<file path="config.mk">
export PLATFORM = sky130hd
export DESIGN_NAME = mem_arbiter_2to1_flat
export DESIGN_NICKNAME = d
export VERILOG_FILES = /design/src/rtl/mem_arbiter_2to1_if.sv /design/src/rtl/mem_arbiter_2to1.sv /design/src/flat_wrapper.sv
export SDC_FILE = /design/constraint.sdc
export NUM_CORES = 1
export LEC_CHECK = 0
export BUFFER_PORTS_ARGS = -buffer_cell sky130_fd_sc_hd__buf_2
export CELL_PAD_IN_SITES_DETAIL_PLACEMENT = 0
export CELL_PAD_IN_SITES_GLOBAL_PLACEMENT = 2
export CORE_AREA = 8 8 227 120
export DETAILED_ROUTE_END_ITERATION = 10
export DIE_AREA = 0 0 235 128
export PLACE_DENSITY = 0.7
export REMOVE_ABC_BUFFERS = 1
export SYNTH_ARGS = -nofsm -noshare
export SYNTH_HDL_FRONTEND = slang
export SYNTH_SLANG_ARGS = --single-unit
export TNS_END_PERCENT = 10
</file>
<file path="constraint.sdc">
create_clock -name clk -period 3.6 [get_ports clk]
set_input_delay 0.9 -clock clk [delete_from_list [all_inputs] [get_ports clk]]
set_output_delay 0.9 -clock clk [all_outputs]
set_load 0.01 [all_outputs]
</file>
<file path="src/rtl/mem_arbiter_2to1_if.sv">
// Bus bundle between the two L1 cache memory ports, the arbiter and the
// off-chip memory. The arbiter attaches through the slave modport: it
// serves the cache clients and drives the memory side. The surrounding
// caches and memory model attach through the master modport.
interface mem_arbiter_2to1_if #(
   parameter int AW = 30,
   parameter int DW = 32
);
   // Client I (instruction cache)
   logic          i_read;
   logic          i_write;
   logic [AW-1:0] i_addr;
   logic [DW-1:0] i_wdata;
   logic [DW-1:0] i_rdata;
   logic          i_ready;

   // Client D (data cache)
   logic          d_read;
   logic          d_write;
   logic [AW-1:0] d_addr;
   logic [DW-1:0] d_wdata;
   logic [DW-1:0] d_rdata;
   logic          d_ready;

   // Shared memory port
   logic          mem_read;
   logic          mem_write;
   logic [AW-1:0] mem_addr;
   logic [DW-1:0] mem_wdata;
   logic [DW-1:0] mem_rdata;
   logic          mem_ready;

   modport slave (
      input  i_read, i_write, i_addr, i_wdata,
      output i_rdata, i_ready,
      input  d_read, d_write, d_addr, d_wdata,
      output d_rdata, d_ready,
      output mem_read, mem_write, mem_addr, mem_wdata,
      input  mem_rdata, mem_ready
   );

   modport master (
      output i_read, i_write, i_addr, i_wdata,
      input  i_rdata, i_ready,
      output d_read, d_write, d_addr, d_wdata,
      input  d_rdata, d_ready,
      input  mem_read, mem_write, mem_addr, mem_wdata,
      output mem_rdata, mem_ready
   );
endinterface

</file>
<file path="src/rtl/mem_arbiter_2to1.sv">
// Two-client memory arbiter: shares one off-chip memory port between the
// L1 instruction cache (client I) and the L1 data cache (client D).
// One transaction is in flight at a time; memory-side outputs are registered.
// Flow: IDLE (arbitrate, latch request) -> BUSY (wait mem_ready) -> RESP
// (one-cycle ready pulse to the winner) -> IDLE.
// Optional macro MEM_ARB_DPRIO_EN: when defined, client D always wins a
// simultaneous request (fixed priority); otherwise round-robin is used and
// D wins the first tie after reset.
module mem_arbiter_2to1 #(
   parameter int AW = 30,
   parameter int DW = 32
) (
   input logic                clk,
   input logic                proc_reset_n,
   mem_arbiter_2to1_if.slave  bus
);

   typedef enum logic [1:0] {
      IDLE = 2'd0,
      BUSY = 2'd1,
      RESP = 2'd2
   } state_e;

   typedef enum logic {
      CLIENT_I = 1'b0,
      CLIENT_D = 1'b1
   } client_e;

   state_e        state_q, state_d;
   client_e       owner_q, owner_d;
`ifndef MEM_ARB_DPRIO_EN
   client_e       lastGrant_q, lastGrant_d;
`endif
   logic          memRead_q, memRead_d;
   logic          memWrite_q, memWrite_d;
   logic [AW-1:0] memAddr_q, memAddr_d;
   logic [DW-1:0] memWdata_q, memWdata_d;
   logic [DW-1:0] iRdata_q, iRdata_d;
   logic [DW-1:0] dRdata_q, dRdata_d;

   logic          iReq;
   logic          dReq;
   client_e       winner;

   // Pick which client would be granted if the arbiter were idle this cycle.
   always_comb begin
      iReq   = bus.i_read | bus.i_write;
      dReq   = bus.d_read | bus.d_write;
      winner = CLIENT_I;
      if (iReq && dReq) begin
`ifdef MEM_ARB_DPRIO_EN
         winner = CLIENT_D;
`else
         winner = (lastGrant_q == CLIENT_I) ? CLIENT_D : CLIENT_I;
`endif
      end else if (dReq) begin
         winner = CLIENT_D;
      end
   end

   // Next-state logic: latch the winner's request in IDLE, wait for memory
   // in BUSY, and return to IDLE after the single RESP cycle.
   always_comb begin
      state_d    = state_q;
      owner_d    = owner_q;
`ifndef MEM_ARB_DPRIO_EN
      lastGrant_d = lastGrant_q;
`endif
      memRead_d  = memRead_q;
      memWrite_d = memWrite_q;
      memAddr_d  = memAddr_q;
      memWdata_d = memWdata_q;
      iRdata_d   = iRdata_q;
      dRdata_d   = dRdata_q;

      case (state_q)
         IDLE: begin
            if (iReq || dReq) begin
               state_d = BUSY;
               owner_d = winner;
`ifndef MEM_ARB_DPRIO_EN
               lastGrant_d = winner;
`endif
               // A simultaneous read and write from one client is a write.
               if (winner == CLIENT_D) begin
                  memAddr_d  = bus.d_addr;
                  memWdata_d = bus.d_wdata;
                  memWrite_d = bus.d_write;
                  memRead_d  = bus.d_read & ~bus.d_write;
               end else begin
                  memAddr_d  = bus.i_addr;
                  memWdata_d = bus.i_wdata;
                  memWrite_d = bus.i_write;
                  memRead_d  = bus.i_read & ~bus.i_write;
               end
            end
         end

         BUSY: begin
            if (bus.mem_ready) begin
               memRead_d  = 1'b0;
               memWrite_d = 1'b0;
               state_d    = RESP;
               if (owner_q == CLIENT_D) begin
                  dRdata_d = bus.mem_rdata;
               end else begin
                  iRdata_d = bus.mem_rdata;
               end
            end
         end

         RESP: begin
            state_d = IDLE;
         end

         default: begin
            state_d = IDLE;
         end
      endcase
   end

   // State and datapath registers; reset abandons any transaction at once.
   always_ff @(posedge clk or negedge proc_reset_n) begin
      if (!proc_reset_n) begin
         state_q     <= IDLE;
         owner_q     <= CLIENT_I;
`ifndef MEM_ARB_DPRIO_EN
         lastGrant_q <= CLIENT_I;
`endif
         memRead_q   <= 1'b0;
         memWrite_q  <= 1'b0;
         memAddr_q   <= '0;
         memWdata_q  <= '0;
         iRdata_q    <= '0;
         dRdata_q    <= '0;
      end else begin
         state_q     <= state_d;
         owner_q     <= owner_d;
`ifndef MEM_ARB_DPRIO_EN
         lastGrant_q <= lastGrant_d;
`endif
         memRead_q   <= memRead_d;
         memWrite_q  <= memWrite_d;
         memAddr_q   <= memAddr_d;
         memWdata_q  <= memWdata_d;
         iRdata_q    <= iRdata_d;
         dRdata_q    <= dRdata_d;
      end
   end

   assign bus.mem_read  = memRead_q;
   assign bus.mem_write = memWrite_q;
   assign bus.mem_addr  = memAddr_q;
   assign bus.mem_wdata = memWdata_q;
   assign bus.i_rdata   = iRdata_q;
   assign bus.d_rdata   = dRdata_q;
   assign bus.i_ready   = (state_q == RESP) && (owner_q == CLIENT_I);
   assign bus.d_ready   = (state_q == RESP) && (owner_q == CLIENT_D);

endmodule

</file>
<file path="src/flat_wrapper.sv">
// flat-port wrapper written by rule: the top's interface ports become plain ports
module mem_arbiter_2to1_flat 
#(
   parameter int AW = 30,
   parameter int DW = 32
)
  (clk, proc_reset_n, bus_i_read, bus_i_write, bus_i_addr, bus_i_wdata, bus_i_rdata, bus_i_ready, bus_d_read, bus_d_write, bus_d_addr, bus_d_wdata, bus_d_rdata, bus_d_ready, bus_mem_read, bus_mem_write, bus_mem_addr, bus_mem_wdata, bus_mem_rdata, bus_mem_ready);
  mem_arbiter_2to1_if #(.AW(AW), .DW(DW)) bus_i ();
  input logic clk;
  input logic proc_reset_n;
  input wire logic [$bits(bus_i.i_read)-1:0] bus_i_read;
  input wire logic [$bits(bus_i.i_write)-1:0] bus_i_write;
  input wire logic [$bits(bus_i.i_addr)-1:0] bus_i_addr;
  input wire logic [$bits(bus_i.i_wdata)-1:0] bus_i_wdata;
  output wire logic [$bits(bus_i.i_rdata)-1:0] bus_i_rdata;
  output wire logic [$bits(bus_i.i_ready)-1:0] bus_i_ready;
  input wire logic [$bits(bus_i.d_read)-1:0] bus_d_read;
  input wire logic [$bits(bus_i.d_write)-1:0] bus_d_write;
  input wire logic [$bits(bus_i.d_addr)-1:0] bus_d_addr;
  input wire logic [$bits(bus_i.d_wdata)-1:0] bus_d_wdata;
  output wire logic [$bits(bus_i.d_rdata)-1:0] bus_d_rdata;
  output wire logic [$bits(bus_i.d_ready)-1:0] bus_d_ready;
  output wire logic [$bits(bus_i.mem_read)-1:0] bus_mem_read;
  output wire logic [$bits(bus_i.mem_write)-1:0] bus_mem_write;
  output wire logic [$bits(bus_i.mem_addr)-1:0] bus_mem_addr;
  output wire logic [$bits(bus_i.mem_wdata)-1:0] bus_mem_wdata;
  input wire logic [$bits(bus_i.mem_rdata)-1:0] bus_mem_rdata;
  input wire logic [$bits(bus_i.mem_ready)-1:0] bus_mem_ready;
  assign bus_i.i_read = bus_i_read;
  assign bus_i.i_write = bus_i_write;
  assign bus_i.i_addr = bus_i_addr;
  assign bus_i.i_wdata = bus_i_wdata;
  assign bus_i_rdata = bus_i.i_rdata;
  assign bus_i_ready = bus_i.i_ready;
  assign bus_i.d_read = bus_d_read;
  assign bus_i.d_write = bus_d_write;
  assign bus_i.d_addr = bus_d_addr;
  assign bus_i.d_wdata = bus_d_wdata;
  assign bus_d_rdata = bus_i.d_rdata;
  assign bus_d_ready = bus_i.d_ready;
  assign bus_mem_read = bus_i.mem_read;
  assign bus_mem_write = bus_i.mem_write;
  assign bus_mem_addr = bus_i.mem_addr;
  assign bus_mem_wdata = bus_i.mem_wdata;
  assign bus_i.mem_rdata = bus_mem_rdata;
  assign bus_i.mem_ready = bus_mem_ready;
  mem_arbiter_2to1 #(.AW(AW), .DW(DW)) u_core (.clk(clk), .proc_reset_n(proc_reset_n), .bus(bus_i));
endmodule
</file>
==> reports/results.ini, run 1 <==
[status]
outcome = complete, no violations

[die]
ios = 293
die_height_um = 128
coreArea_um2 = 24400
rows = 41
initial_utilization_pct = 24.3
die_x_um = 235
die_area_um2 = 30100

[grt]
grt_antenna_before_repair = 1
grt_start_max_net_pins = 67
grt_pass1_wl_um = 35300
gr-usage-all-layers_pct = 15.0
grt_pass1_vias = 5501
gr-total-overflow = 0

[synthesis]
ys_seq_area_share_pct = 55.4
synth-edff-count = 0
syn_area_um2 = 5910
ys_types = 30
yosysTopAreaCell = dfrtp_1
ys_warn_count = 0
synth_area_leaders = dfrtp_1 55%, mux2_2 12%, a2bb2oi_1 9.3%
synth_seq_cells = 131
synth_cells = 462
synth_top_area_share_pct = 55.4
synthArstFlopShare_pct = 100
syn_avg_cell_area_um2 = 12.8
synth-main-ff-cell = dfrtp_1

[final_layout]
layout_common_cells = 291 x buf_2, 131 x dfrtp_1, 64 x mux2_2, 63 x o21ai_0, 63 x a2bb2oi_1
final_common_cell = buf_2
final_net_count = 896
fin_cells = 1068
syn2layout_area_growth_pct = 38.3
nFillCells = 2541
drive_gt1_share_pct = 54.8
antenna_cells = 0

[timing]
relSlewSlack_pct = 48.7
maxSlewViolCount = 0
tns_ns = 0
worstMarginPinSlew_ns = 0.770
clock_skew_ns = 0.00914
hold_viol = 0
hold_slack_ns = 0.476
setup_viol = 0
rsz0062_at_grt = false
fin_crit_sh_pct = 65.2
finalCriticalPeriod_ns = 2.35
fmax_mhz = 426

[flow_run]
drv_cap = 0

[setup_path]
worst-endpoint-arrival_ns = 1.45
cp-start-kind = flop
r2r_start = u_core.state_q[0]
path_cells = nor3b_1, buf_2
slowest_stage = dfrtp_1
critPathLaunch = u_core.owner_q
cp_top_family = flip-flops
endpoint_kind = output pin
worstPathRequired_ns = 2.70
r2r_slack_ns = 1.66
crit_buf_inv = 1
critPathKind = reg -> out
worstPathMaxFanout = 10
slowest_delay_ns = 0.54

[clocking]
hold_buffers = 0
post_cts_buffers = 0
cts.repair.resized = 0
numClockSinks = 131
cts_tree = yes
cts-htree-levels = 4
cts_buffers = 17
clockRootBuffer = clkbuf_16
worstSkewPairLatency_ns = 0.43
clkTransAtPathRegs_ns = 0.06
cts_buffer_depth = 2

[route]
detail_route.vias_per_cell = 4.85
vias = 5179
drt_drc_violations_left = 0
dr.first_iter.drc_count = 403
wl_per_cell_um = 21.5
ant_nets = 0
wl_um = 23000
firstDrtPassIters = 7

[place]
dp.cells = 1036
post-dp-hpwl_um = 16000
portBuffers = 292
gp_congestion = 0.736

[power]
ir_drop_mv = 0.382
leakage_nw = 3.64
p_per_area_nw_per_um2 = 948

[worst_hold_path]
hp-class = in -> async

## kinds of logic (layout without fill, tap and decap cells)
kind of cell | after synthesis | after routing | synth area share [%]
DFF | 131 | 131 | 55.4
AOI/OAI and AO/OA | 197 | 197 | 25.0
buffers and inverters | 54 | 338 | 5.56
muxes | 64 | 64 | 12.2
and+or+nand+nor | 16 | 16 | 1.84
## per-layer routing
metal / wire [um] / GRT usage (%) / up-vias / share of wire (%)
met3: 1210 / 3.99 / 18 / 5.3
met1: 11000 / 20.6 / 2618 / 48
met5: 12 / 0 / - / 0.052
met2: 10500 / 22.7 / 164 / 46
met4: 280 / 5.38 / 2 / 1.2
li1: - / - / 2377 / -
## final timing paths
| kind | end | cells after the start |
|---|---|---|
| setup / recovery | bus_i_ready | 2 |
| hold / removal | u_core.bus.mem_wdata[19] | 1 |
| setup reg to reg | u_core.bus.mem_addr[14] | 4 |
| hold reg to reg | u_core.bus.d_rdata[30] | 1 |
| max in group asynchronous | u_core.bus.mem_read | 2 |
| min in group clk | u_core.bus.d_rdata[30] | 1 |
## through the flow
stage / area, um2 / utilization, % / setup slack, ns / total power [mW]
6_report: 8180 / 33.6 / 1.25 / 7.75
2_1_floorplan: 5590 / - / 0.0233 / 4.60
3_5_place_dp: 7620 / 31.3 / 0.962 / 6.14
3_3_place_gp: 7620 / 31.3 / 1.00 / 6.14
4_1_cts: 8180 / 33.6 / 1.23 / 7.87
5_1_grt: 8180 / 33.6 / 1.15 / 8.26
## power breakdown
part           internal (mW)  switching (mW)  leakage [nW]
logic                   1.61            1.82          1.87
clock network          0.955           0.723         0.259
registers               2.24           0.415          1.52
## flip-flops by register name, indices dropped and copies added, names as in the netlist
| signal | count |
|---|---|
| u_core.bus.mem_write | 1 |
| u_core.bus.mem_addr | 30 |
| u_core.bus.i_rdata | 32 |
| u_core.bus.mem_read | 1 |
| u_core.state_q | 2 |
| u_core.bus.mem_wdata | 32 |
| u_core.owner_q | 1 |
| u_core.bus.d_rdata | 32 |
## synthesized netlist by cell type (all sizes together) (2+ instances only)
cell / n
clkbuf: 25
buf: 28
nand2: 3
a2bb2oi: 63
nor2: 4
o21ai: 64
o211ai: 2
a311oi: 62
mux2: 64
dfrtp: 131
or2: 2
## area by class of cell
cell class                 count  area [um2]  share of cell area (%)
sequential                   131        3280                    40.1
multi-input combinational    277        2330                    28.5
timing repair buffer         305        1600                    19.6
clock buffer                  18         429                    5.25
tap                          322         403                    4.93
clock inverter                14         130                    1.59
inverter                       1        3.75                  0.0459
(Power assumes the default switching activity.)
==> run 2: changes to the inputs <==
ABC_AREA = 1   (was unset)
CORE_AREA = 8 8 246 130   (was 8 8 227 120)
DIE_AREA = 0 0 254 138   (was 0 0 235 128)
PLACE_DENSITY = 0.73   (was 0.7)
clock period = 1.9 ns   (was 3.6 ns; I/O delays follow)
==> run 2 against run 1 <==
  * Critical path type unchanged
  * Clock-buffer cell count stayed put
  * Combinational power up 76%
  * Global-route usage is 1.5 points lower
  * Wire length up 4.1%
  * Setup slack worse by 1.2 ns
  * Register-to-register slack got worse by 1.3 ns
  * Core utilization is 2.7 points lower
  * Hold slack got worse by 0.22 ns
  * Synthesized cell count rose by 74%
  * Total power up 84%
==> reports/results.ini, run 2 <==
[status]
outcome = complete, no violations

[timing]
maxSlewViolCount = 0
setup_viol = 0
worstMarginPinSlew_ns = 0.696
clock_skew_ns = 0.00590
finalCriticalPeriod_ns = 1.81
tns_ns = 0
fin_crit_sh_pct = 95.5
fmax_mhz = 551
relSlewSlack_pct = 53.6
fin_ws_ns = 0.0851
rsz0062_at_grt = false
hold_viol = 0

[setup_path]
slowest_delay_ns = 0.40
slowest_stage = dfrtp_1
endpoint_kind = output pin
crit_buf_inv = 2
worst-endpoint-arrival_ns = 1.34
cp_top_family = flip-flops
worstPathMaxFanout = 3
worstPathRequired_ns = 1.42
path_cells = buf_4, nor3_4, buf_2
critPathKind = reg -> out
cp-start-kind = flop

[grt]
grt_start_max_net_pins = 68
grt_antenna_before_repair = 4
grt_pass1_vias = 6038
gr-usage-all-layers_pct = 13.5
gr-total-overflow = 0
grt_pass1_wl_um = 37200

[synthesis]
synth_seq_cells = 131
synth-main-ff-cell = dfrtp_1
yosysTopAreaCell = dfrtp_1
ys_types = 17
synth_commonest_cells = 255 x nand2_1, 162 x inv_1, 131 x dfrtp_1, 131 x nand3_1, 56 x o21ai_1
synth-edff-count = 0
syn_avg_cell_area_um2 = 7.66
ys_warn_count = 0
synthArstFlopShare_pct = 100
synth_top_area_share_pct = 53.2
synth_area_leaders = dfrtp_1 53%, nand2_1 16%, nand3_1 11%
syn_area_um2 = 6170
synth_cells = 805
yosysMostFrequentCell = nand2_1
ys_seq_area_share_pct = 53.2

[die]
die_area_um2 = 35100
ios = 293
rows = 44
die_height_um = 138
die_x_um = 254
coreArea_um2 = 28400
initial_utilization_pct = 21.7

[clocking]
cts_buffer_depth = 2
cts_buffers = 17
clkTransAtPathRegs_ns = 0.06
cts_tree = yes
cts-htree-levels = 4
numClockSinks = 131
worstSkewPairLatency_ns = 0.42
clockRootBuffer = clkbuf_16

[final_layout]
antenna_cells = 0
multiInputGateArea_um2 = 2060
post-route-util_pct = 30.9
syn2layout_area_growth_pct = 42.2
nFillCells = 3168
drive_gt1_share_pct = 32.1
fin_cells = 1496
final_common_cell = buf_2
final_net_count = 1255
seq_area_um2 = 3280
layout_common_cells = 291 x buf_2, 253 x nand2_1, 162 x inv_1, 131 x nand3_1, 131 x dfrtp_1

[place]
gp_congestion = 0.786
dp.cells = 1462
pre_cts_ws_ns = 0.0146
portBuffers = 292
post-dp-hpwl_um = 17600

[worst_hold_path]
hp-class = in -> reg

[route]
vias = 6006
wl_per_cell_um = 16.0
dr.first_iter.drc_count = 438
wl_um = 23900
ant_nets = 0
detail_route.vias_per_cell = 4.01
drt_drc_violations_left = 0
firstDrtPassIters = 5

[flow_run]
drv_cap = 0

[power]
leakage_nw = 5.22
ir_drop_mv = 0.591
p_total_mw = 14.2
p_per_area_nw_per_um2 = 1620

[run 2: cell types whose count changed in the layout (fill, tap and decap cells not counted), moves of 3 or more]
| cell | change |
|---|---|
| nor2_4 | -3 |
| o21ai_1 | +55 |
| buf_12 | +6 |
| a311oi_1 | -62 |
| o21ai_0 | -53 |
| inv_1 | +161 |
| nor2_2 | +3 |
| mux2_2 | -64 |
| nand3_1 | +130 |
| a2bb2oi_1 | -63 |
| nand2_1 | +251 |
[run 2: worst register-to-register path, cell delays in order, from the launching register on]
cell and delay (ns):
dfrtp_1 0.44, nor2_2 0.23, inv_1 0.10, a21oi_4 0.15, buf_12 0.25, nand3_1 0.19
nand2_1 0.07
[run 2: what timing repair did]
item / CTS / global route
setup buffers: 1 / 0
resized for setup: 1 / 1
hold endpoints to repair: 25 / 0
endpoints found under the setup margin: 1 / 1
hold buffers: 1 / 0
[run 2: report_power, final]
group	switching (mW)	total, mW	internal [mW]
Clock	1.37	3.32	1.95
Sequential	0.740	4.89	4.15
Combinational	3.76	6.04	2.28
[run 2: final timing paths]
path | depth (start not counted) | to | slack, ns | start
max | 3 | bus_i_ready | 0.09 | u_core.owner_q
min | 2 | u_core.state_q[0] | 0.26 | bus_mem_ready
max reg2reg | 6 | u_core.bus.mem_addr[6] | 0.40 | u_core.state_q[0]
min reg2reg | 2 | u_core.bus.mem_wdata[2] | 0.47 | u_core.bus.mem_wdata[2]
max in group asynchronous | 3 | u_core.bus.mem_wdata[18] | 0.79 | proc_reset_n
min in group asynchronous | 2 | u_core.bus.i_rdata[24] | 0.49 | proc_reset_n
[run 2: area by class of cell]
class	instances	share of cell area [%]
sequential	131	37.4
multi-input combinational	465	23.5
timing repair buffer	313	19.8
inverter	164	7.02
tap	391	5.58
clock buffer	18	4.89
clock inverter	14	1.75
[run 2: cells by family (layout without fill, tap and decap cells)]
group | count (synthesis) | in the layout | share of synthesized area (%)
AOI/OAI and AO/OA | 68 | 68 | 5.74
buffers and inverters | 209 | 509 | 13.8
DFF | 131 | 131 | 53.2
and+or+nand+nor | 397 | 397 | 27.3
[run 2: layer usage]
metal	wire length, um	global-route usage [%]	vias up
li1	-	-	3025
met1	11400	18.4	2780
met2	10700	20.6	175
met3	1630	4.64	20
met4	193	2.61	6
met5	33	0	-
[run 2: stage by stage]
stage | hold WS (ns) | area, um2
global route | 0.241 | 8770
finish | 0.259 | 8770
floorplan | 0.179 | 5930
CTS | 0.222 | 8760
global placement | 0.373 | 8160
detailed placement | 0.379 | 8160
==> run 3: changes to the inputs <==
ABC_AREA = unset   (was 1)
CORE_AREA = 8 8 227 120   (was 8 8 246 130)
DIE_AREA = 0 0 235 128   (was 0 0 254 138)
==> run 3 against run 2 <==
  * First-iteration DRC count shrank 14%
  * Sequential share of layout area grew 1.0 points
  * Non-clock buffer count grew 18
  * Combinational power grew 13%
  * Sequential cell count is the same
  * Final area shrank 2.6%
  * Critical path type is now reg -> reg
==> reports/results.ini, run 3 (same netlist as run 1, synthesis figures left out) <==
[status]
outcome = complete, no violations

[grt]
grt_start_max_net_pins = 54
grt_pass1_wl_um = 34500
grt_antenna_before_repair = 1
grt_pass1_vias = 5493
gr-total-overflow = 0
gr-usage-all-layers_pct = 14.6

[die]
initial_utilization_pct = 24.3
rows = 41
ios = 293
die_x_um = 235
die_area_um2 = 30100
die_height_um = 128
coreArea_um2 = 24400

[setup_path]
endpoint_kind = flop
worstPathRequired_ns = 2.24
worst-endpoint-arrival_ns = 2.12
slowest_stage = nor2_4
path_cells = or2_2, nor2_4, buf_4, a2bb2oi_1
critPathKind = reg -> reg
cp-start-kind = flop
worstPathMaxFanout = 16
slowest_delay_ns = 0.49

[place]
portBuffers = 292
post-dp-hpwl_um = 16300
gp_congestion = 0.742
placed_area_um2 = 7870
dp.cells = 1058
pre_cts_ws_ns = -0.0704

[route]
detail_route.vias_per_cell = 4.81
firstDrtPassIters = 4
dr_wl_met2_um = 10100
dr.first_iter.drc_count = 375
wl_per_cell_um = 20.6
ant_nets = 0
vias = 5270
drt_drc_violations_left = 0
wl_um = 22500
wl_met1_um = 10800
dr.max_layer_used = met4
dr_wl_met3_um = 1210

[final_layout]
nFillCells = 2416
drive_gt1_share_pct = 56.3
multiInputGateArea_um2 = 2330
final_common_cell = buf_2
post-route-util_pct = 35.1
final_net_count = 922
layout_common_cells = 291 x buf_2, 130 x dfrtp_1, 64 x mux2_2, 63 x o21ai_0, 63 x a2bb2oi_1
fin_area_um2 = 8540
seq_area_um2 = 3280
syn2layout_area_growth_pct = 44.5
fin_cells = 1095

[clocking]
cts_buffers = 17
clockRootBuffer = clkbuf_16
worstSkewPairLatency_ns = 0.43
cts-htree-levels = 4
clkTransAtPathRegs_ns = 0.06
numClockSinks = 131
cts_buffer_depth = 2
cts_tree = yes

[worst_hold_path]
hp-class = in -> reg

[timing]
fin_crit_sh_pct = 93.9
relSlewSlack_pct = 56.8
hold_viol = 0
setup_viol = 0
rsz0062_at_grt = false
finalCriticalPeriod_ns = 1.78
maxSlewViolCount = 0
fmax_mhz = 561
worstMarginPinSlew_ns = 0.649
hold_slack_ns = 0.264
fin_ws_ns = 0.116
clock_skew_ns = 0.0102
tns_ns = 0

[power]
power_frac_seq_pct = 32.4
p_switching_mw = 5.57
ir_drop_mv = 0.553
switching_share_pct = 36.4
clockPowerShare_pct = 23.1
leakage_nw = 3.84
p_total_mw = 15.3
internal-power_mw = 9.75
combPwrFrac_pct = 44.4
p_per_area_nw_per_um2 = 1790

[flow_run]
drv_cap = 0

## run 3: cell types whose count changed in the layout (fill, tap and decap cells not counted), moves of 62 or more
cell	delta
a2bb2oi_1	+63
nand2_1	-251
a311oi_1	+62
mux2_2	+64
inv_1	-161
nand3_1	-130
## run 3: power groups by stage
stage          Combinational [mW]  Sequential (mW)  Clock [mW]
2_1_floorplan                3.00             5.64           0
3_5_place_dp                 6.87             5.00           0
4_1_cts                      6.88             5.00        3.67
6_report                     6.81             4.97        3.55
5_1_grt                      7.33             5.17        3.77
3_3_place_gp                 6.81             5.01           0
## run 3: final cells by class
cell class                      count  share of cell area, %
Sequential cell                   131                   38.4
Multi-Input combinational cell    277                   27.3
Timing Repair Buffer              331                   22.1
Clock buffer                       18                   5.02
Tap cell                          322                   4.72
Clock inverter                     14                   2.39
Inverter                            1                 0.0439
Antenna cell                        1                 0.0293
## run 3: path summary, 6_finish.rpt
path,startpoint,endpoint,slack (ns),cells past startpoint
max in group asynchronous,proc_reset_n,u_core.bus.mem_wdata[12],0.81,3
max,u_core.state_q[0],u_core.bus.mem_addr[24],0.12,4
max reg2reg,u_core.state_q[0],u_core.bus.mem_addr[24],0.12,4
min reg2reg,u_core.bus.d_rdata[4],u_core.bus.d_rdata[4],0.50,1
min in group asynchronous,proc_reset_n,u_core.bus.mem_wdata[28],0.45,2
min,bus_mem_ready,u_core.state_q[0],0.26,2
## run 3: worst max-delay path, delay by kind of cell (launching register included)
family | cells | cell delay [ns]
simple gates | 2 | 0.83
compound gates | 1 | 0.18
buf+inv | 1 | 0.29
flops | 1 | 0.38
## run 3: timing repair
item / CTS / global route
buffers inserted: 0 / 3
resized for setup: 1 / 0
setup endpoints to repair: 2 / 1
hold buffers: 1 / 0
hold endpoints to repair: 12 / 0
## run 3: layer usage
metal  up-vias  GRT usage (%)
met1      2651           20.5
li1       2425              -
met5         -              0
met3        23           4.36
met4         0           5.35
met2       171           21.0
